==> config.mk <==
export PLATFORM = sky130hd
export DESIGN_NAME = pwm_fader
export DESIGN_NICKNAME = d
export VERILOG_FILES = /design/src/rtl/pwm_fader.sv
export SDC_FILE = /design/constraint.sdc
export NUM_CORES = 1
export LEC_CHECK = 0
export BUFFER_PORTS_ARGS = -buffer_cell sky130_fd_sc_hd__buf_2
export CORE_UTILIZATION = 42
export DETAILED_ROUTE_END_ITERATION = 8
export PLACE_DENSITY = 0.59
export SLEW_MARGIN = 20
export SYNTH_ARGS = -nofsm -noshare
export SYNTH_HDL_FRONTEND = slang
export SYNTH_SLANG_ARGS = --single-unit
==> constraint.sdc <==
create_clock -name clock -period 3.34 [get_ports clock]
set_input_delay 0.167 -clock clock [delete_from_list [all_inputs] [get_ports clock]]
set_output_delay 0.167 -clock clock [all_outputs]
set_load 0.01 [all_outputs]
==> src/rtl/pwm_fader.sv <==
// Multi-channel PWM generator with a shared prescaler/period counter and per-channel
// duty ramping; duty changes are applied only on period wrap so outputs never glitch.
module pwm_fader #(
    parameter int CHANNELS      = 2,
    parameter int BITS          = 10,
    parameter int MAX_VALUE     = 1000,
    parameter int PRESCALE      = 250,
    parameter int PRESCALE_BITS = 8,
    parameter int RAMP_STEP     = 8,
    parameter int RAMP_DIVIDE   = 1,
    parameter int RESET_VALUE   = MAX_VALUE
) (
    input  logic                     clock,
    input  logic                     reset_n,
    input  logic                     enable,
    input  logic [CHANNELS*BITS-1:0] target,
    input  logic [CHANNELS-1:0]      load,
    input  logic                     immediate,
    output logic [CHANNELS-1:0]      signal,
    output logic [CHANNELS*BITS-1:0] current,
    output logic [CHANNELS-1:0]      ramping,
    output logic                     period_start
);

    localparam int DIV_BITS = (RAMP_DIVIDE > 1) ? $clog2(RAMP_DIVIDE) : 1;

    localparam logic [BITS-1:0]          MAX_V       = BITS'(MAX_VALUE);
    localparam logic [BITS-1:0]          RESET_V     = BITS'(RESET_VALUE);
    localparam logic [BITS-1:0]          PERIOD_LAST = BITS'(MAX_VALUE - 1);
    localparam logic [BITS:0]            STEP_W      = (BITS + 1)'(RAMP_STEP);
    localparam logic [PRESCALE_BITS-1:0] PRESC_LAST  = PRESCALE_BITS'(PRESCALE - 1);
    localparam logic [DIV_BITS-1:0]      DIV_LAST    = DIV_BITS'(RAMP_DIVIDE - 1);

    // Limit a requested duty to the period length.
    function automatic logic [BITS-1:0] clamp_target(input logic [BITS-1:0] value);
        if (value > MAX_V) begin
            return MAX_V;
        end else begin
            return value;
        end
    endfunction

    // One fade step toward the target; widened by one bit so neither direction wraps.
    function automatic logic [BITS-1:0] ramp_next(input logic [BITS-1:0] cur,
                                                  input logic [BITS-1:0] tgt);
        logic [BITS:0] cur_w;
        logic [BITS:0] tgt_w;
        logic [BITS:0] sum_w;
        logic [BITS:0] lim_w;
        logic [BITS:0] diff_w;
        cur_w  = {1'b0, cur};
        tgt_w  = {1'b0, tgt};
        sum_w  = cur_w + STEP_W;
        lim_w  = tgt_w + STEP_W;
        diff_w = cur_w - STEP_W;
        if (cur_w < tgt_w) begin
            if (sum_w > tgt_w) begin
                return tgt;
            end else begin
                return sum_w[BITS-1:0];
            end
        end else if (cur_w > tgt_w) begin
            if (cur_w > lim_w) begin
                return diff_w[BITS-1:0];
            end else begin
                return tgt;
            end
        end else begin
            return cur;
        end
    endfunction

    logic [PRESCALE_BITS-1:0] presc_r;
    logic [BITS-1:0]          period_r;
    logic [DIV_BITS-1:0]      div_r;
    logic                     tick_s;
    logic                     wrap_s;
    logic                     step_s;

    // Tick, period wrap and ramp-step qualifiers derived from the shared counters.
    always_comb begin
        tick_s = enable && (presc_r == PRESC_LAST);
        wrap_s = tick_s && (period_r == PERIOD_LAST);
        step_s = (div_r == DIV_LAST);
    end

    // Shared prescaler, period counter, ramp divider and period_start pulse.
    always_ff @(posedge clock) begin
        if (!reset_n) begin
            presc_r      <= '0;
            period_r     <= '0;
            div_r        <= '0;
            period_start <= 1'b0;
        end else if (!enable) begin
            presc_r      <= '0;
            period_r     <= '0;
            div_r        <= '0;
            period_start <= 1'b0;
        end else begin
            if (tick_s) begin
                presc_r <= '0;
            end else begin
                presc_r <= presc_r + PRESCALE_BITS'(1);
            end
            if (wrap_s) begin
                period_r <= '0;
            end else if (tick_s) begin
                period_r <= period_r + BITS'(1);
            end else begin
                period_r <= period_r;
            end
            if (wrap_s) begin
                if (step_s) begin
                    div_r <= '0;
                end else begin
                    div_r <= div_r + DIV_BITS'(1);
                end
            end else begin
                div_r <= div_r;
            end
            period_start <= wrap_s;
        end
    end

    for (genvar i = 0; i < CHANNELS; i++) begin : g_ch
        logic [BITS-1:0] field_s;
        logic [BITS-1:0] next_cur_s;
        logic [BITS-1:0] target_r;
        logic [BITS-1:0] current_r;
        logic            imm_r;
        logic            signal_r;
        logic            ramping_r;

        assign field_s = target[i*BITS +: BITS];

        // Duty to adopt at the next wrap: jump, fade step, or hold.
        always_comb begin
            next_cur_s = current_r;
            if (imm_r) begin
                next_cur_s = target_r;
            end else if (step_s) begin
                next_cur_s = ramp_next(current_r, target_r);
            end else begin
                next_cur_s = current_r;
            end
        end

        // Channel state; a load coincident with a wrap lands after that wrap's update.
        always_ff @(posedge clock) begin
            if (!reset_n) begin
                target_r  <= RESET_V;
                current_r <= RESET_V;
                imm_r     <= 1'b0;
                signal_r  <= 1'b0;
                ramping_r <= 1'b0;
            end else begin
                if (load[i]) begin
                    target_r <= clamp_target(field_s);
                    imm_r    <= immediate;
                end else if (wrap_s) begin
                    imm_r <= 1'b0;
                end else begin
                    imm_r <= imm_r;
                end
                if (wrap_s) begin
                    current_r <= next_cur_s;
                end else begin
                    current_r <= current_r;
                end
                signal_r  <= enable && (period_r < current_r);
                ramping_r <= (current_r != target_r);
            end
        end

        assign signal[i]              = signal_r;
        assign ramping[i]             = ramping_r;
        assign current[i*BITS +: BITS] = current_r;
    end

endmodule
==> After elaboration in Yosys (flattened, before gate mapping) <==
Index checks and enable logic that the tools add are counted.
{ "totals": {"in_bits": 26, "word_cells": 74, "out_inout_bits": 25, "regBits": 66} }
{ "op_classes": {"n_eq_ne": 6, "n_addsub": 9, "magnitude_cmp": 12, "n_bitwise": 2, "mux": 18, "reduce_logical": 13} }
{ "op_table": {"columns": ["operator", "count"], "rows": [
  ["$mux 10", 14],
  ["$add 10x4->11 const B", 4],
  ["$lt 10x10->1", 4],
  ["$gt 10x11->1", 2],
  ["$gt 11x10->1", 2],
  ["$gt 10x10->1", 2],
  ["$gt 10x10->1 const B", 2],
  ["$ne 10x10->1", 2],
  ["$sub 10x4->10 const B", 2],
  ["$add 10x1->10 const B", 1],
  ["$eq 10x10->1 const B", 1],
  ["$add 8x1->8 const B", 1],
  ["$eq 8x8->1 const B", 1],
  ["$reduce_and 3->1", 2],
  ["$reduce_bool 3->1", 2],
  ["$reduce_or 3->1", 2],
  ["$logic_and 1x1->1", 4],
  ["$mux 1", 4],
  ["$ne 2x1->1 const B", 2],
  ["$reduce_bool 2->1", 2],
  ["$not 1->1", 2],
  ["$reduce_and 2->1", 1],
  ["$add 1x1->1 const B", 1]
]} }

==> Longest topological paths before layout <==
{ "logic_depth": {"word_depth": 7, "mapped_depth": 16} }

==> Worst setup path after synthesis <==
OpenSTA, ideal clock, no wires.
{ "synth_timing": {"path_type": "register to register", "start": "reg g_ch[0].current_r[5]", "end": "reg g_ch[0].current_r[4]", "stages_incl_launch_ff": 17, "path_slack_ps": 296, "n_path_buf": 2, "arrival_time_ps": 2919, "setup_ps": 126, "path_cell_list": "dfxtp_1 -> buf_2 -> inv_1 -> nor2_1 -> nand2_1 -> nor3_1 -> xnor2_1 -> ha_1 -> a21o_1 -> a21oi_1 -> nand4b_1 -> o311ai_0 -> o311ai_1 -> buf_2 -> mux2_2 -> o21ai_0 -> a31oi_1"} }
{ "synth_between": {"elab_chain_cells": 6, "elab_cells_between_ends": 13, "cone_classes": "1 x add/sub; 4 x order compare; 6 x mux; 2 x reduce/logical"} }
{ "synth_lines": {"columns": ["item", "line", "rtl"], "rows": [
  ["start, declared", "129", "logic [BITS-1:0] current_r;"],
  ["start signal, assigned", "166", "current_r <= next_cur_s;"],
  ["start signal, assigned", "168", "current_r <= current_r;"],
  ["$add 10x4->11 or $gt 10x11->1 (tied branches)", "53, 63", null],
  ["$gt 11x10->1 or $mux 10 (tied branches)", "57, 63", null],
  ["$mux 10 (on tied branches)", "57, 62", null],
  ["$mux 10", "56", "if (cur_w < tgt_w) begin"],
  ["$mux 10", "141", "end else if (step_s) begin"],
  ["$mux 10", "139", "if (imm_r) begin"]
]} }
Several ways; a longest one is shown, not always the timed one. The select of a mux whose other input is x is not followed.
A chain may end at the register's enable or synchronous reset.

==> Worst setup path after layout <==
{ "layout_timing": {"start": "reg g_ch[0].current_r[4]", "end": "reg g_ch[0].current_r[6]"} }
{ "layout_between": {"elab_chain_cells": 6, "elab_cells_between_ends": 14, "cone_classes": "2 x add/sub; 4 x order compare; 6 x mux; 2 x reduce/logical"} }
{ "layout_lines": {"columns": ["item", "line", "rtl"], "rows": [
  ["$add 10x4->11, or another cell as far along", "53", "sum_w = cur_w + STEP_W;"],
  ["$gt 11x10->1 or $mux 10 (tied branches)", "57, 63", null],
  ["$mux 10 (on tied branches)", "57, 62", null],
  ["$mux 10", "56", null],
  ["$mux 10", "141", null],
  ["$mux 10", "139", null]
]} }
Several ways; a longest one is shown, not always the timed one. The select of a mux whose other input is x is not followed.

==> run metrics <==
status finished clean; Mapped Cells 616; met2 GRT Util a little under two fifths; final wirelength 13950 µm; global routing usage on met1 30.42%; post-synth top area share a little over a quarter; htree depth 3; worst setup path startpoint g_ch[0].current_r[4]; worst setup margin ~0.18 ns; DP Area 5405 µm²; met3 Usage GRT 4.319%; Clock Tree Root clkbuf_16; routed via count 4769; Setup crit end kind flip-flop; f_max 0.3168 GHz; vias in the first global route ~4600; Max-Cap Viols 0; crit path DAT ~3.4 ns; die area 12250 µm²; PortBufs 50; most frequent cells in the layout 75 x ha_1, 63 x dfxtp_1, 52 x inv_1, 52 x nor2_1, 50 x buf_2; crit share post-route 94.50%; I/O Pins 51; final hold violations 0; main area contributors after synthesis dfxtp_1 26%, ha_1 19%, xnor2_1 5.6%; net switching power just over 600 µW; Die X 110.7 µm; Cell Area, Synth 4961 µm²; HPWL Detailed 10610 µm; Post-Place Setup Slack 0.1862 ns; Layout Nets slightly below 800; Core Util, Final about half; number of synthesized flops with an enable pin 0; Wirelength per Cell 16.99 µm; share of power burned in the clock network 46.4%; DR pass1 iterations 5; first-pass GRT wire length 23290 µm; worst path required time 3.59 ns; startpoint types flip-flop; Die Y 110.7 µm; hold path startpoint target[6]; worst hold path type primary input to flip-flop; Max-Slew Margin vs Limit 43.55%; syn_area_per_cell 8.054 µm²; total chip power 2283 µW; core area 11470 µm²; Max Slew Vio Count 0; routability cong. 0.9480; total power density per cell area 396.0 nW/µm²; clk slew on worst S/H paths 0.06 ns; total internal power 1660 µW; Worst-Margin Slew 0.8458 ns; Num CTS Buffers 9; GRT Overall Usage 23.72%; largest area contributor in the netlist dfxtp_1; minimum clock period about 3.2 ns; Logic pwr share between 15 and 20%; Max clock buf depth 2; area delta synth->final 16.19%; Sw Ratio 27.29%; initial core utilization 43.26%; asr flop ratio synth 0%; worst clock skew 0.008429 ns; crit path kind flip-flop to flip-flop; WHS approximately 0.052 ns; Final ANT Viol Nets 0; DRC Markers 0; layout cells sized above 1 approximately 15%; clk sink count 65; GRT busiest layer met2; antenna violations before repair 0; Most used DFF post-synth dfxtp_1; DRT iter0 DRCs between 300 and 400; Crit Path Max Fanout 8; sequential power share 35.9%; row cnt 39; TritonCTS clock tree built; worst-case vdd ir drop 0.2620 mV; ant diodes 0; RR Startpoint g_ch[0].current_r[4]; Synth Warn # 0; setup violators final 0; Pleak 0.002515 µW; most common cell after layout, fill and taps aside ha_1; GRT Residual Overflow 0; Seq cells post-synth 65; vias per cell 5.809; Seq/Total Area, Yosys approximately a quarter; Non-Filler Cell Area, Final 5764 µm²; Clock Latency Late Sink ~0.34 ns; Yosys cell types between 60 and 70; pin count of the biggest net entering global routing 23; syn nets 717
metal layers:
| layer | share of wire (%) | vias to the layer above |
|---|---|---|
| li1 | - | 2341 |
| met1 | 45 | 2234 |
| met2 | 47 | 159 |
| met3 | 5.4 | 35 |
| met4 | 2.8 | 0 |
| met5 | 0 | - |
cells by family (layout without fill, tap and decap cells):
family | count (synthesis) | count (layout) | synth area share [%]
AO/OA/AOI/OAI | 148 | 148 | 19.97
XOR/XNOR | 42 | 42 | 7.415
adder cells (fa/ha/maj) | 75 | 75 | 18.92
buffers and inverters | 73 | 135 | 5.902
flip-flops | 65 | 65 | 26.23
multiplexers | 3 | 3 | 0.6305
AND/OR/NAND/NOR | 210 | 210 | 20.93
cell type report:
class / instances / area (µm²)
fill: 1141 / 5703
clock inverter: 4 / 75.07
timing repair buffer: 67 / 377.9
clock buffer: 12 / 256.5
sequential: 65 / 1304
multi-input combinational: 478 / 3377
inverter: 52 / 195.2
tap: 143 / 178.9
what timing repair did:
item,CTS,global route
resized for setup,0,5
hold buffers,0,0
setup buffers,0,2
endpoints found under the setup margin,0,8
synth_stat cells (3+ instances only):
library cell   n
a21oi_1       38
buf_4          4
nand4_1       15
nand3b_1       3
xor2_1        10
a2111oi_0      4
a21o_1        12
inv_1         52
and3_1         9
nor4_1         3
buf_2          3
dfxtp_1       65
a31oi_1        5
o21ai_0       27
a211oi_1       4
a211o_1        3
clkbuf_1      13
o31ai_1        3
xnor2_1       32
nand3_1       39
a311oi_1       5
nand4b_1       3
nor3_1        19
o211ai_1      13
a21boi_0       3
ha_1          75
o22ai_1       10
nand2_1       41
a2bb2oi_1      4
nor2b_1        6
nor2_1        53
per-stage QoR:
| step | TNS (ns) | instances |
|---|---|---|
| 2_1_floorplan | 0 | 616 |
| 3_3_place_gp | 0 | 803 |
| 3_5_place_dp | 0 | 803 |
| 4_1_cts | 0 | 819 |
| 5_1_grt | -0.01081 | 821 |
| 6_report | 0 | 821 |
power by group through the flow:
stage	clock network [µW]	logic, µW	registers [µW]
after floorplan	0	282	828
final	1060	405	819
after global routing	1120	453	821
after CTS	1090	389	819
after global placement	0	379	836
after detailed placement	0	386	836
sequential cells by signal, summed over array words and instances, names as in the netlist:
name            cells
period_r           10
g_ch.target_r      20
presc_r             8
g_ch.imm_r          2
g_ch.ramping_r      2
g_ch.signal_r       2
period_start        1
g_ch.current_r     20
worst max-delay path, cell delays in order, from the launching register on:
cell and delay [ns]:
dfxtp_1 0.32, inv_1 0.09, nor2_1 0.14, nand2_1 0.14, nor3_1 0.21, xnor2_1 0.19
ha_1 0.29, a21o_1 0.16, a21oi_1 0.21, nand4b_1 0.13, o311ai_1 0.14, o311ai_2 0.25
buf_4 0.20, buf_4 0.16, o22ai_1 0.16, a211oi_1 0.11, o21ai_0 0.19
worst paths after layout:
kind                                              to  cells past startpoint  slack, ns
worst max register to register  g_ch[0].current_r[6]                     16       0.18
worst min register to register            presc_r[0]                      1       0.47
worst min-delay path             g_ch[0].target_r[6]                      3       0.05
worst max-delay path            g_ch[0].current_r[6]                     16       0.18
Power figures use the tool's default switching activity.
